--- src/rtl/z80pio_multi.sv ---
// z80pio_multi: Z80-PIO-style parallel I/O controller with up to four 8-bit ports.
// Each port has a mode (output / input / bit-control), a per-bit direction and an
// interrupt mask, and a mode-2 vector. Pending interrupts are served lowest port first.
// Ports:
//   sys_clock, RESET   clock, synchronous active-high reset
//   ena                CPU clock enable; bus strobes are sampled only when ena=1
//   cs_n, addr         chip select; addr[PSEL_W-1:0] port index, addr[PSEL_W] 1 = control
//   iorq_n, rd_n, wr_n, m1_n   Z80 bus strobes (active low)
//   din / dout         CPU write data / registered read data or interrupt vector
//   int_n              registered interrupt request (active low)
//   port_in            asynchronous pin inputs, 8 bits per port
//   port_out, port_oe  output registers and per-bit output enables (1 = driving)
module z80pio_multi #(
    parameter int          NUM_PORTS = 2,
    parameter int          PSEL_W    = 1,
    parameter logic [31:0] RESET_OUT = 32'h0000_0100
) (
    input  logic                   sys_clock,
    input  logic                   RESET,
    input  logic                   ena,
    input  logic                   cs_n,
    input  logic [PSEL_W:0]        addr,
    input  logic                   iorq_n,
    input  logic                   rd_n,
    input  logic                   wr_n,
    input  logic                   m1_n,
    input  logic [7:0]             din,
    output logic [7:0]             dout,
    output logic                   int_n,
    input  logic [8*NUM_PORTS-1:0] port_in,
    output logic [8*NUM_PORTS-1:0] port_out,
    output logic [8*NUM_PORTS-1:0] port_oe
);

    typedef enum logic [1:0] {CFG_IDLE = 2'd0, CFG_EXP_DIR = 2'd1, CFG_EXP_MASK = 2'd2} cfg_e;

    // Mode encoding as stored; a requested 2'b10 is folded into INPUT.
    localparam logic [1:0] MODE_OUT = 2'b00;
    localparam logic [1:0] MODE_IN  = 2'b01;
    localparam logic [1:0] MODE_BIT = 2'b11;

    localparam int PW = 8 * NUM_PORTS;

    logic [PW-1:0] sin_meta_q, sin_q, sin_prev_q;
    logic          wr_prev_q, ack_prev_q;
    logic [7:0]    dout_q;
    logic          int_n_q;

    cfg_e       cfg_q   [NUM_PORTS];
    cfg_e       cfg_d   [NUM_PORTS];
    logic [1:0] mode_q  [NUM_PORTS];
    logic [1:0] mode_d  [NUM_PORTS];
    logic [7:0] dir_q   [NUM_PORTS];
    logic [7:0] dir_d   [NUM_PORTS];
    logic [7:0] mask_q  [NUM_PORTS];
    logic [7:0] mask_d  [NUM_PORTS];
    logic [7:0] vec_q   [NUM_PORTS];
    logic [7:0] vec_d   [NUM_PORTS];
    logic [7:0] pout_q  [NUM_PORTS];
    logic [7:0] pout_d  [NUM_PORTS];
    logic [NUM_PORTS-1:0] ie_q, ie_d, andor_q, andor_d, hilo_q, hilo_d;
    logic [NUM_PORTS-1:0] pend_q, pend_d, cond_prev_q;
    logic [NUM_PORTS-1:0] cond_s, set_s;

    logic [PSEL_W-1:0] port_sel_s;
    logic              is_ctl_s;
    logic              wr_act_s, rd_act_s, ack_act_s;
    logic              wr_commit_s, ack_fire_s;
    logic              ack_hit_s, irq_s;
    logic [PSEL_W-1:0] ack_idx_s;
    logic [7:0]        ack_vec_s, rd_data_s;

    assign port_sel_s  = addr[PSEL_W-1:0];
    assign is_ctl_s    = addr[PSEL_W];
    assign wr_act_s    = ~cs_n & ~iorq_n & ~wr_n & m1_n;
    assign rd_act_s    = ~cs_n & ~iorq_n & ~rd_n;
    assign ack_act_s   = ~m1_n & ~iorq_n;
    // One commit / one acknowledge per bus cycle, however long WAIT stretches it.
    assign wr_commit_s = ena & wr_act_s & ~wr_prev_q;
    assign ack_fire_s  = ena & ack_act_s & ~ack_prev_q;

    assign dout  = dout_q;
    assign int_n = int_n_q;

    // Per-port interrupt conditions, pin drive, read mux and acknowledge priority.
    always_comb begin
        logic [7:0] s_v, lvl_v;
        cond_s    = '0;
        set_s     = '0;
        port_out  = '0;
        port_oe   = '0;
        rd_data_s = 8'hFF;
        ack_hit_s = 1'b0;
        ack_idx_s = '0;
        ack_vec_s = 8'hFF;
        irq_s     = 1'b0;
        for (int p = 0; p < NUM_PORTS; p++) begin
            s_v   = sin_q[p*8 +: 8];
            lvl_v = hilo_q[p] ? s_v : ~s_v;
            case (mode_q[p])
                MODE_IN:  cond_s[p] = |(s_v ^ sin_prev_q[p*8 +: 8]);
                MODE_BIT: cond_s[p] = andor_q[p] ? (~&mask_q[p] & &(lvl_v | mask_q[p]))
                                                 : |(lvl_v & ~mask_q[p]);
                default:  cond_s[p] = 1'b0;
            endcase
            // In INPUT mode every change counts; bit-control needs a rising condition.
            set_s[p] = (mode_q[p] == MODE_IN) ? cond_s[p] : (cond_s[p] & ~cond_prev_q[p]);

            port_out[p*8 +: 8] = pout_q[p];
            case (mode_q[p])
                MODE_OUT: port_oe[p*8 +: 8] = 8'hFF;
                MODE_BIT: port_oe[p*8 +: 8] = ~dir_q[p];
                default:  port_oe[p*8 +: 8] = 8'h00;
            endcase

            if (port_sel_s == PSEL_W'(p)) begin
                if (is_ctl_s) begin
                    rd_data_s = {ie_q[p], pend_q[p], 4'b0000, mode_q[p]};
                end else begin
                    case (mode_q[p])
                        MODE_OUT: rd_data_s = pout_q[p];
                        MODE_BIT: rd_data_s = (s_v & dir_q[p]) | (pout_q[p] & ~dir_q[p]);
                        default:  rd_data_s = s_v;
                    endcase
                end
            end else begin
                rd_data_s = rd_data_s;
            end
            irq_s = irq_s | (pend_q[p] & ie_q[p]);
        end
        // Walk downwards so the lowest requesting port ends up selected.
        for (int p = NUM_PORTS - 1; p >= 0; p--) begin
            if (pend_q[p] & ie_q[p]) begin
                ack_hit_s = 1'b1;
                ack_idx_s = PSEL_W'(p);
                ack_vec_s = vec_q[p];
            end else begin
                ack_hit_s = ack_hit_s;
            end
        end
    end

    // Next-state of the per-port configuration FSM, registers and pending flags.
    always_comb begin
        for (int p = 0; p < NUM_PORTS; p++) begin
            cfg_d[p]   = cfg_q[p];
            mode_d[p]  = mode_q[p];
            dir_d[p]   = dir_q[p];
            mask_d[p]  = mask_q[p];
            vec_d[p]   = vec_q[p];
            pout_d[p]  = pout_q[p];
            ie_d[p]    = ie_q[p];
            andor_d[p] = andor_q[p];
            hilo_d[p]  = hilo_q[p];
            pend_d[p]  = pend_q[p];
            if (wr_commit_s && (port_sel_s == PSEL_W'(p))) begin
                if (is_ctl_s) begin
                    case (cfg_q[p])
                        CFG_IDLE: begin
                            if (din[0] == 1'b0) begin
                                vec_d[p] = {din[7:1], 1'b0};
                            end else if (din[3:0] == 4'hF) begin
                                case (din[7:6])
                                    2'b00:   mode_d[p] = MODE_OUT;
                                    2'b11:   mode_d[p] = MODE_BIT;
                                    default: mode_d[p] = MODE_IN;
                                endcase
                                cfg_d[p] = (din[7:6] == 2'b11) ? CFG_EXP_DIR : CFG_IDLE;
                            end else if (din[3:0] == 4'h7) begin
                                ie_d[p]    = din[7];
                                andor_d[p] = din[6];
                                hilo_d[p]  = din[5];
                                pend_d[p]  = 1'b0;
                                cfg_d[p]   = din[4] ? CFG_EXP_MASK : CFG_IDLE;
                            end else if (din[3:0] == 4'h3) begin
                                ie_d[p] = din[7];
                            end else begin
                                cfg_d[p] = CFG_IDLE;
                            end
                        end
                        CFG_EXP_DIR: begin
                            dir_d[p] = din;
                            cfg_d[p] = CFG_IDLE;
                        end
                        CFG_EXP_MASK: begin
                            mask_d[p] = din;
                            cfg_d[p]  = CFG_IDLE;
                        end
                        default: cfg_d[p] = CFG_IDLE;
                    endcase
                end else begin
                    pout_d[p] = din;
                end
            end else begin
                cfg_d[p] = cfg_q[p];
            end
            if (ack_fire_s && ack_hit_s && (ack_idx_s == PSEL_W'(p))) begin
                pend_d[p] = 1'b0;
            end else begin
                pend_d[p] = pend_d[p];
            end
            // A new condition wins over a same-cycle acknowledge or clear.
            if (set_s[p]) begin
                pend_d[p] = 1'b1;
            end else begin
                pend_d[p] = pend_d[p];
            end
        end
    end

    // State registers.
    always_ff @(posedge sys_clock) begin
        sin_meta_q <= port_in;
        sin_q      <= sin_meta_q;
        sin_prev_q <= sin_q;
        if (RESET) begin
            sin_meta_q  <= '0;
            sin_q       <= '0;
            sin_prev_q  <= '0;
            wr_prev_q   <= 1'b0;
            ack_prev_q  <= 1'b0;
            dout_q      <= 8'h00;
            int_n_q     <= 1'b1;
            ie_q        <= '0;
            andor_q     <= '0;
            hilo_q      <= '0;
            pend_q      <= '0;
            cond_prev_q <= '0;
            for (int p = 0; p < NUM_PORTS; p++) begin
                cfg_q[p]  <= CFG_IDLE;
                mode_q[p] <= MODE_OUT;
                dir_q[p]  <= 8'h00;
                mask_q[p] <= 8'hFF;
                vec_q[p]  <= 8'h00;
                pout_q[p] <= RESET_OUT[p*8 +: 8];
            end
        end else begin
            if (ena) begin
                wr_prev_q  <= wr_act_s;
                ack_prev_q <= ack_act_s;
            end
            if (ack_fire_s) begin
                dout_q <= ack_hit_s ? ack_vec_s : 8'hFF;
            end else if (ena && rd_act_s) begin
                dout_q <= rd_data_s;
            end
            int_n_q     <= ~irq_s;
            ie_q        <= ie_d;
            andor_q     <= andor_d;
            hilo_q      <= hilo_d;
            pend_q      <= pend_d;
            cond_prev_q <= cond_s;
            for (int p = 0; p < NUM_PORTS; p++) begin
                cfg_q[p]  <= cfg_d[p];
                mode_q[p] <= mode_d[p];
                dir_q[p]  <= dir_d[p];
                mask_q[p] <= mask_d[p];
                vec_q[p]  <= vec_d[p];
                pout_q[p] <= pout_d[p];
            end
        end
    end

endmodule

--- config.mk ---
export PLATFORM = sky130hd
export DESIGN_NAME = z80pio_multi
export DESIGN_NICKNAME = d
export VERILOG_FILES = /design/src/rtl/z80pio_multi.sv
export SDC_FILE = /design/constraint.sdc
export NUM_CORES = 1
export LEC_CHECK = 0
export ABC_AREA = 1
export CORE_UTILIZATION = 50
export DETAILED_ROUTE_END_ITERATION = 8
export PLACE_DENSITY = 0.75
export SLEW_MARGIN = 25
export SYNTH_ARGS = -nofsm -noshare
export SYNTH_HDL_FRONTEND = slang
export SYNTH_SLANG_ARGS = --single-unit
--- constraint.sdc ---
create_clock -name sys_clock -period 2 [get_ports sys_clock]
set_clock_uncertainty 0.15 [all_clocks]
set_input_delay 0.4 -clock sys_clock [delete_from_list [all_inputs] [get_ports sys_clock]]
set_output_delay 0.4 -clock sys_clock [all_outputs]
set_load 0.005 [all_outputs]
==> impl_results.md, run 1 <==
- Status: finished with violations
- Violated checks: setup timing
- GPL Wtd Cong: 0.976
- Synth Instances: 907
- RSZ-0062 raised after global routing: yes
- Startpoint Class: flip-flop
- # setup viols final: 17
- H-tree levels: 4
- M1 GR Usage: 39.6%
- IO Count: 75
- Wirelength per Cell: 15.5 um
- Clock Root Buffer: clkbuf_16
- Row count: 41
- Num CTS Buffers: 17
- Clock transition at path regs: 0.06 ns
- Max-Cap Viols: 0
- CTS tree: yes
- Post-synth cell types: 35
- Power per cell area: 689 mW/mm2
- PnR worst setup slack: -0.140 ns
- CP Capture Type: primary output
- Die W: 115 um
- Vias per cell: 5.34
- Commonest non-fill, non-tap cell in the layout: nand2_1
- Total power: 6.13 mW
- Die area: between 0.01 and 0.015 mm2
- Worst VDD drop: between 0.4 and 0.5 mV
- Setup Slack @ Placement: -0.283 ns
- Vias in the first global route: 6120
- Met3 GRT Util: 6.38%
- Initial Utilization: 51.1%
- GRT overflow: 0
- Worst EP arrival: about 1.6 ns
- DR iter-0 viols: roughly 550
- M2 GR Usage: 46.9%
- WS Path Type: reg2out
- Final worst-path cycle share: 107%
- WL final: 19.6 mm
- Clock latency on the worst-skew pair: between 0.4 and 0.5 ns
- P_leak: approximately 3.9 nW
- Final ANT Viol Nets: 0
- Fmax: 467 MHz
- Final Hold Fails: 0
- GRT Util Overall: 30.5%
- Register area share after synthesis: 43.4%
- Gr busiest metal: met2
- Min Clock Period, post-route: between 2 and 2.5 ns
- Drt first pass iters: 5
- Crit-path max FO: 8
- Final HPWL DP: approximately 13 mm
- Clock buffer depth: 2
- Total number of vias: 6726
- Initial antenna violation count: 0
- Slew Limit Fails: 0
- Placeable core region: 0.0126 mm2
- Die H: 115 um
- Share of layout cells above drive strength 1: about 22%
- Min-delay worst type: reg2reg
- DRC errors left: 0
- Mean Syn Cell Area: 7.08 um2
- Least-Margin Pin Slew: 0.375 ns
- Synthesized cell area: 0.00642 mm2
- Mapped Nets: 947
- Critical Path RT: 1.45 ns
- Clock sink total: roughly 140
- Largest net degree at the start of global routing: 64
- Hold-fix buffers at CTS: 0
- Port bufs: 74
- Layout Nets: 1114
- Slew Limit Headroom: 74.9%
- Yosys warns: 0
- Antenna Cells: 0
- Most frequent cells in the layout: nand2_1 (205), dfxtp_1 (135), inv_1 (110), buf_4 (91), a21oi_1 (84)
- Area growth from synthesis to layout: 38.6%
- First-pass GRT wire length: 30.6 mm
- #FFs+latches synth: around 140
## metal layers
metal  share of wire (%)  vias to the layer above
met2                  45                      313
met5                   0                        -
met1                  42                     3065
li1                    -                     3270
met4                 4.9                        0
met3                 8.2                       78
## worst paths after layout
path                                     from    endpoint  slack (ns)  cells after the start
worst max-delay path             mode_q[0][1]  port_oe[7]       -0.14                      7
worst min-delay path            sin_meta_q[1]    sin_q[1]        0.25                      2
worst max register to register   mode_q[0][1]     dout[7]       -0.13                     14
worst min register to register  sin_meta_q[1]    sin_q[1]        0.25                      2
## critical path: stages, from the launching register on
cell and delay, ns:
dfxtp_2 0.32, inv_2 0.08, ha_4 0.14, clkinvlp_4 0.09
buf_12 0.15, buf_6 0.12, a21oi_4 0.13, buf_2 0.13
## synth_stat cells, drive strengths merged
cell type	number	area (um2)
clkbuf	20	75.1
nor3	10	82.6
buf	16	100
o2111ai	1	8.76
or2	8	50.1
o221ai	6	52.6
o21a	1	7.51
o211ai	30	225
nand2	225	870
a21oi	99	495
nand3b	1	7.51
xor2	4	35.0
nand4	4	25.0
clkinv	3	11.3
dfxtp	139	2780
xnor2	4	35.0
ha	6	75.1
o21ai	54	270
nand3	65	340
a31oi	6	37.5
inv	120	450
nor2	85	380
## what timing repair did
action	4_1_cts	5_1_grt
setup buffers	19	12
gates resized for setup	134	21
pin swaps	22	22
endpoints found under the setup margin	18	21
gates cloned	1	0
## sequential cells by signal, summed over array words and instances, names as in the netlist, 4 cells and up
| register | cells |
|---|---|
| dir_q | 16 |
| dout | 8 |
| mode_q | 4 |
| mask_q | 16 |
| cfg_q | 4 |
| sin_meta_q | 16 |
| pout_q | 16 |
| sin_q | 16 |
| sin_prev_q | 16 |
| vec_q | 14 |
## layout make-up
class                           instances  area, um2
Clock buffer                           21        450
Fill cell                             987       3670
Multi-Input combinational cell        609       3290
Clock inverter                         11       73.8
Tap cell                              172        215
Timing Repair Buffer                  184       1610
Sequential cell                       139       2790
Inverter                              123        468
## power breakdown
| part | total [mW] | internal (mW) | switching (mW) |
|---|---|---|---|
| sequential | 2.85 | 2.82 | 0.0283 |
| combinational | 0.502 | 0.222 | 0.279 |
| clock | 2.78 | 1.60 | 1.18 |
| total | 6.13 | 4.65 | 1.48 |
## metrics by stage
stage	TNS (ns)	area, um2	utilization (%)	hold slack [ns]	instances
after floorplan	0	6420	-	0.238	907
final	-1.55	8900	70.8	0.249	1259
after global placement	-13.97	7860	62.5	0.241	1199
after detailed placement	-16.81	7860	62.5	0.242	1199
after CTS	-1.36	8740	69.6	0.252	1249
after global routing	-2.49	8900	70.8	0.271	1259
## cell families (layout without fill, tap and decap cells)
group	after synthesis	after routing	synth area share (%)
compound gates	197	197	17.1
xor+xnor	8	8	1.09
fa+ha+maj	6	6	1.17
buf+inv	159	339	9.92
flops	139	139	43.4
simple gates	398	398	27.4
No activity file was read; power rests on OpenSTA's default activity.
==> inputs of run 2 (changes only) <==
- ABC_AREA: 1 -> not set
==> run 2 against run 1 <==
Net effect: the run ends with DRC, setup timing left; non-clock buffer count is 3 lower; total power is 15% higher; die area is 6.1% lower; maximum frequency is 6.6% lower; area after synthesis is 6.2% lower; count of clock-buffer cells in the layout is 4 lower; highest routed layer unchanged; via count is 5.7% lower; critical endpoint is now dout[2]; global-route usage is 1.8 points higher; flip-flop and latch count stayed put; cell count is 18% lower; utilization is 6.4 points higher; sequential share of layout area hardly changed; largest power group is now the clock network.
==> impl_results.md, run 2 <==
- Status: finished with violations (unchanged)
- Violated checks: DRC, setup timing (was setup timing)
- Commonest non-fill, non-tap cell in the layout: dfxtp_1 (was nand2_1)
- Clock Root Buffer: clkbuf_16 (unchanged)
- Mapped Nets: 761 (was 947)
- IO Count: 75 (unchanged)
- GRT overflow: 0 (unchanged)
- Crit-path max FO: 4 (was 8)
- Top cells by count, synth: dfxtp_1 (139), nand2_1 (105), nor2_1 (73) (was nand2_1 (219), dfxtp_1 (139), inv_1 (117))
- Clock transition at path regs: 0.06 ns (about the same)
- Worst R2R Path Depth: 9 (was 14)
- Crit-path most repeated cell: a21oi_1
- Max-Cap Viols: 0 (unchanged)
- WL final: 21.6 mm (was 19.6 mm)
- Clock buffer depth: 2 (unchanged)
- RSZ-0062 raised after global routing: yes (unchanged)
- Total power: 7.03 mW (was 6.13 mW)
- Largest net degree at the start of global routing: 30 (was 64)
- Min-delay worst type: in2reg (was reg2reg)
- Leading area contributor after synthesis: dfxtp_1 (unchanged)
- Synthesized cell area: 0.00602 mm2 (was 0.00642 mm2)
- WS Path Type: reg2reg (was reg2out)
- # setup viols final: 24 (was 17)
- Initial Utilization: 52.1% (was 51.1%)
- Synth Instances: 721 (was 907)
- Top_reg_cell synth: dfxtp_1 (unchanged)
- Vias per cell: 6.15 (was 5.34)
- #FFs+latches synth: 139 (unchanged)
- Final instance area: 0.00893 mm2 (was 0.00890 mm2)
- Final ANT Viol Nets: 0 (unchanged)
- Worst hold stages: 2 (unchanged)
- Share of layout cells above drive strength 1: 29.4% (was 21.8%)
- First-pass GRT wire length: 31.0 mm (was 30.6 mm)
- Mean Syn Cell Area: 8.35 um2 (was 7.08 um2)
- Placeable core region: 0.0116 mm2 (was 0.0126 mm2)
- Area growth from synthesis to layout: 48.3% (was 38.6%)
- Count leader, synth: dfxtp_1 (was nand2_1)
- Power per cell area: 787 mW/mm2 (was 689 mW/mm2)
- GPL Wtd Cong: 0.878 (was 0.976)
- Crit-path cells: inv_4 > ha_4 > buf_6 > buf_4 > a21oi_1 > o21ai_1 > a21oi_1 > or4_4 > a221oi_2 (was inv_2 > ha_4 > clkinvlp_4 > buf_12 > buf_6 > a21oi_4 > buf_2)
- Final Hold Fails: 0 (unchanged)
- Layout Cells excl Fill: 1032 (was 1259)
- Fmax: 437 MHz (was 467 MHz)
- Row count: 39 (was 41)
- Wirelength per Cell: 21.0 um (was 15.5 um)
- Least-Margin Pin Slew: 0.461 ns (was 0.375 ns)
- Die H: 112 um (was 115 um)
- Worst VDD drop: 0.682 mV (was 0.496 mV)
- P_leak: 3.62 nW (was 3.92 nW)
- CTS tree: yes (unchanged)
- Most frequent cells in the layout: dfxtp_1 (132), nand2_1 (94), buf_4 (80), nor2_1 (56), clkdlybuf4s50_1 (50) (was nand2_1 (205), dfxtp_1 (135), inv_1 (110), buf_4 (91), a21oi_1 (84))
- Final Core Density: 77.2% (was 70.8%)
- Post-synth cell types: 59 (was 35)
- Startpoint Class: flip-flop (unchanged)
- Worst EP arrival: 2.48 ns (was 1.59 ns)
- Reg-to-Reg Start: mode_q[0][3] (was mode_q[0][1])
- Num CTS Buffers: 17 (unchanged)
- Slowest stage delay, CP: 0.49 ns (was 0.32 ns)
- DRC errors left: 5 (was 0)
- Drt first pass iters: 8 (was 5)
- CP Capture Type: flip-flop (was primary output)
- Share of flip-flops with an asynchronous set or reset: 0% (unchanged)
- Die area: 0.0125 mm2 (was 0.0133 mm2)
- Min Clock Period, post-route: 2.29 ns (was 2.14 ns)
- Hold wc startpoint: RESET (was sin_meta_q[1])
- PnR worst setup slack: -0.291 ns (was -0.140 ns)
- Critical Path RT: 2.19 ns (was 1.45 ns)
- Reg2Reg Capture Point: dout[2] (was dout[7])
- GRT Util Overall: 32.4% (was 30.5%)
- Final HPWL DP: 12.6 mm (was 13.0 mm)
- DP Cell Count: 966 (was 1199)
- H-tree levels: 4 (unchanged)
- Yosys warns: 0 (unchanged)
- Slew Limit Fails: 0 (unchanged)
- Slowest-stage cell, CP: or4_4 (was dfxtp_2)
- Hold Path Sink: sin_prev_q[8] (was sin_q[1])
- Clock sink total: 139 (unchanged)
- Main area contributors after synthesis: dfxtp_1 (46%), nand2_1 (6.5%), mux2i_1 (6.0%) (was dfxtp_1 (43%), nand2_1 (13%), a21oi_1 (7.7%))
- Initial antenna violation count: 0 (unchanged)
- DR iter-0 viols: 631 (was 551)
- Yosys top cell area share: 46.2% (was 43.4%)
- Layout Nets: 917 (was 1114)
- EDFF count, synth: 0 (unchanged)
- Total number of vias: 6343 (was 6726)
- Vias in the first global route: 6012 (was 6120)
- Die W: 112 um (was 115 um)
- Slew Limit Headroom: 69.0% (was 74.9%)
- R2R Setup Slk: -0.29 ns (was -0.13 ns)
- Clock latency on the worst-skew pair: 0.44 ns (was 0.43 ns)
- Antenna Cells: 0 (unchanged)
- Port bufs: 74 (unchanged)
- Register area share after synthesis: 46.2% (was 43.4%)
- DP Area: 0.00734 mm2 (was 0.00786 mm2)
- Hold-fix buffers at CTS: 0 (unchanged)
- Post-Route Setup TNS: -3.41 ns (was -1.55 ns)
- Final worst-path cycle share: 115% (was 107%)
==> run 2: cell types whose count changed after synthesis, moves of 6 or more <==
cell,delta
o211ai_1,-28
nand2b_1,+12
o21ai_0,-38
o22ai_1,+14
nand4_1,+6
nor2b_1,+42
clkbuf_1,+18
a221oi_1,+12
nand2_1,-114
a21oi_1,-29
nand3_1,-35
mux2i_1,+36
inv_1,-84
or2_2,-6
==> run 2: area by class of cell <==
cell class | count | area (um2)
multi-input cells | 504 | 3490
flip-flops and latches | 139 | 2800
fillers | 707 | 2640
repair buffers | 181 | 1630
clock buffers | 17 | 425
clock inverters | 14 | 267
well taps | 143 | 179
inverters | 34 | 145
==> run 2: worst max-delay path by stage <==
stage / start / to
5_1_grt: mode_q[0][3] / dout[2]
3_5_place_dp: iorq_n / dir_q[0][12]
3_3_place_gp: iorq_n / mode_q[0][3]
4_1_cts: mode_q[0][3] / dout[4]
2_1_floorplan: iorq_n / vec_q[0][10]
6_report: mode_q[0][3] / dout[2]
==> run 2: per-stage QoR <==
stage	hold slack [ns]	setup slack [ns]
after floorplan	0.264	-0.127
after global placement	0.268	-0.702
after detailed placement	0.270	-0.775
after CTS	0.179	-0.181
after global routing	0.225	-0.306
final	0.200	-0.291
==> run 2: kinds of logic (layout without fill, tap and decap cells) <==
group           Yosys count  in the layout  synth area share (%)
compound gates          135            135                  13.8
flops                   139            139                  46.2
simple gates            309            309                  25.1
mux                      38             38                  6.36
xor+xnor                 16             16                  2.33
buf+inv                  78            246                  4.97
fa+ha+maj                 6              6                  1.25
==> run 2: per-layer routing <==
metal | GRT usage (%) | routed length, um | vias up
met3 | 6.53 | 2030 | 121
met1 | 38.8 | 8260 | 3016
met5 | 0 | 0 | -
met2 | 52.5 | 9920 | 428
met4 | 21.6 | 1420 | 0
li1 | - | - | 2778
==> run 2: worst max-delay path: cells and delay by family (launching register included) <==
kind	cells	cell delay (ns)
AO/OA/AOI/OAI	4	0.55
adder cells (fa/ha/maj)	1	0.30
buffers and inverters	3	0.30
flip-flops	1	0.39
AND/OR/NAND/NOR	1	0.49
==> run 2: what timing repair did <==
action / in CTS / in global routing
setup endpoints to repair: 84 / 73
gates resized for setup: 179 / 66
pin swaps: 33 / 46
buffers inserted: 27 / 11
==> run 2: where the power goes <==
part | total [mW] | internal (mW) | switching (mW)
Sequential | 2.85 | 2.82 | 0.0350
Clock | 3.74 | 2.47 | 1.27
Combinational | 0.433 | 0.199 | 0.234
Total | 7.03 | 5.48 | 1.54
==> inputs of run 3 (changes only) <==
- clock period: 2 -> 2.7 ns (I/O delays scaled with it)
==> run 3 against run 2 <==
Net effect: the flow finishes with violations (DRC); clock power down 31%; cell count down 7.1%; die area did not move; sequential power is 26% lower; non-clock buffer count is 74 lower; sequential share of layout area is 4.7 points higher; register-to-register slack gained 0.71 ns.
==> impl_results.md, run 3 (synthesis results as in run 2) <==
- Min Clock Period, post-route: 2.64 ns
- Vias in the first global route: 5426 (was 6012)
- Final ANT Viol Nets: 0 (unchanged)
- Row count: 39 (unchanged)
- Antenna Cells: 0 (unchanged)
- Critical Path RT: 2.01 ns (was 2.19 ns)
- CP delay by family, top: buffers and inverters (was compound AO/OA/AOI/OAI gates)
- GRT overflow: 0 (unchanged)
- P_leak: 3.05 nW (was 3.62 nW)
- H-tree levels: 4 (unchanged)
- Fillers: 959 (was 707)
- Initial antenna violation count: 0 (unchanged)
- DP Cell Count: 927 (was 966)
- Share of layout cells above drive strength 1: 10.8% (was 29.4%)
- Port bufs: 74 (unchanged)
- Worst VDD drop: 0.421 mV (was 0.682 mV)
- Gr busiest metal: met2 (unchanged)
- WS Path Type: reg2out (was reg2reg)
- CP bufs+invs: 2 (was 3)
- Slowest-stage cell, CP: clkdlybuf4s50_1 (was or4_4)
- Clock Root Buffer: clkbuf_16 (unchanged)
- Wirelength per Cell: 17.6 um (was 21.0 um)
- Fmax: 378 MHz
- Clock buffer depth: 2 (unchanged)
- Layout Cells excl Fill: 959 (was 1032)
- Total number of vias: 5556 (was 6343)
- Initial Utilization: 52.1% (unchanged)
- Die W: 112 um (unchanged)
- R2R Setup Slk: 0.42 ns (was -0.29 ns)
- Least-Margin Pin Slew: 0.639 ns (was 0.461 ns)
- M2 GR Usage: 45.1% (was 52.5%)
- DR iter-0 viols: 483 (was 631)
- Startpoint Class: flip-flop (unchanged)
- M1 GR Usage: 34.1% (was 38.8%)
- Hold-fix buffers at CTS: 0 (unchanged)
- Slowest stage delay, CP: 0.54 ns (was 0.49 ns)
- Largest net degree at the start of global routing: 58 (was 30)
- DRC errors left: 7 (was 5)
- Worst hold stages: 1 (was 2)
- Final Core Density: 66.9% (was 77.2%)
- Reg2Reg Capture Point: dout[3] (was dout[2])
- CTS tree: yes (unchanged)
- CP Capture Type: primary output (was flip-flop)
- RSZ-0062 raised after global routing: no (was yes)
- Slew Limit Headroom: 57.3% (was 69.0%)
- Min-delay worst type: reg2reg (was in2reg)
- Most frequent cells in the layout: dfxtp_1 (135), nand2_1 (105), clkdlybuf4s50_1 (73), a21oi_1 (70), nor2_1 (69) (was dfxtp_1 (132), nand2_1 (94), buf_4 (80), nor2_1 (56), clkdlybuf4s50_1 (50))
- First-pass GRT wire length: 27.0 mm (was 31.0 mm)
- Worst EP arrival: 1.95 ns (was 2.48 ns)
- Clock latency on the worst-skew pair: 0.43 ns (was 0.44 ns)
- Violated checks: DRC (was DRC, setup timing)
- GPL Wtd Cong: 0.897 (was 0.878)
- Die area: 0.0125 mm2 (unchanged)
- Commonest non-fill, non-tap cell in the layout: dfxtp_1 (unchanged)
- Worst hold slack: 0.284 ns (was 0.200 ns)
- Die H: 112 um (unchanged)
- Num CTS Buffers: 17 (unchanged)
- Hold Path Sink: sin_q[5] (was sin_prev_q[8])
- Worst R2R Path Depth: 7 (was 9)
- Crit-path max FO: 15 (was 4)
- # setup viols final: 0 (was 24)
- Clock transition at path regs: 0.06 ns (about the same)
- Final worst-path cycle share: a little over nine tenths
- Hold wc startpoint: sin_meta_q[5] (was RESET)
- Placeable core region: 0.0116 mm2 (unchanged)
- Crit-path cells: inv_1 > ha_4 > nor2_1 > clkdlybuf4s50_1 (was inv_4 > ha_4 > buf_6 > buf_4 > a21oi_1 > o21ai_1 > a21oi_1 > or4_4 > a221oi_2)
- Final HPWL DP: 11.9 mm (was 12.6 mm)
- Vias per cell: 5.79 (was 6.15)
- Status: finished with violations (unchanged)
- Power per cell area: 639 mW/mm2 (was 787 mW/mm2)
- WL final: 16.9 mm (was 21.6 mm)
- Reg-to-Reg Start: mode_q[0][0] (was mode_q[0][3])
- Layout Nets: 843 (was 917)
- Slew Limit Fails: 0 (unchanged)
- Drt first pass iters: 7 (was 8)
- Max-Cap Viols: 0 (unchanged)
- IO Count: 75 (unchanged)
- Final Hold Fails: 0 (unchanged)
- Clock sink total: 139 (unchanged)
- GRT Util Overall: 28.0% (was 32.4%)
- Met3 GRT Util: 6.31% (was 6.53%)
- Total power: 4.95 mW (was 7.03 mW)
- Area growth from synthesis to layout: 28.6% (was 48.3%)
[run 3: area by class of cell]
class,count,area (um2),share of cell area (%)
clock inverter,14,218,2.81
inverter,34,128,1.65
sequential,139,2790,36.0
multi-input combinational,504,3010,38.8
clock buffer,18,439,5.67
timing repair buffer,107,986,12.7
tap,143,179,2.31
[run 3: worst register-to-register path, stage by stage, from the launching register on]
cell      delay, ns
dfxtp_2        0.40
inv_1          0.09
ha_4           0.34
clkinv_1       0.27
nand2_1        0.14
a221oi_1       0.09
or4_1          0.43
a221oi_1       0.27
[run 3: metal layers]
| metal | vias up | wire [um] |
|---|---|---|
| met5 | - | 0 |
| met4 | 0 | 760 |
| met3 | 56 | 1290 |
| met2 | 273 | 7780 |
| met1 | 2598 | 7040 |
| li1 | 2629 | - |
[run 3: through the flow]
stage / TNS [ns] / area, um2 / worst slack, ns
detailed placement: -4.20 / 7020 / -0.186
global route: 0 / 7740 / 0.00809
finish: 0 / 7740 / 0.0568
CTS: -0.0636 / 7720 / -0.0330
floorplan: 0 / 6020 / 0.429
global placement: -1.09 / 7020 / -0.0704
[run 3: how the worst max path moves through the flow]
stage | startpoint | to | slack, ns | depth (start not counted)
finish | mode_q[0][3] | port_oe[13] | 0.06 | 4
CTS | mode_q[0][1] | port_oe[6] | -0.03 | 4
global placement | iorq_n | vec_q[0][13] | -0.07 | 7
global route | mode_q[0][3] | port_oe[13] | 0.008 | 4
detailed placement | iorq_n | vec_q[0][11] | -0.19 | 7
floorplan | iorq_n | vec_q[0][10] | 0.43 | 8
[run 3: timing repair]
| action | CTS | global route |
|---|---|---|
| setup endpoints to repair | 16 | 13 |
| buffers inserted | 0 | 0 |
| gates cloned | 0 | 0 |
| gates resized for setup | 10 | 6 |
[run 3: power breakdown]
| part | leakage (nW) | switching (mW) | internal, mW |
|---|---|---|---|
| Sequential | 1.13 | 0.0278 | 2.09 |
| Combinational | 1.60 | 0.140 | 0.125 |
| Clock | 0.313 | 0.901 | 1.67 |
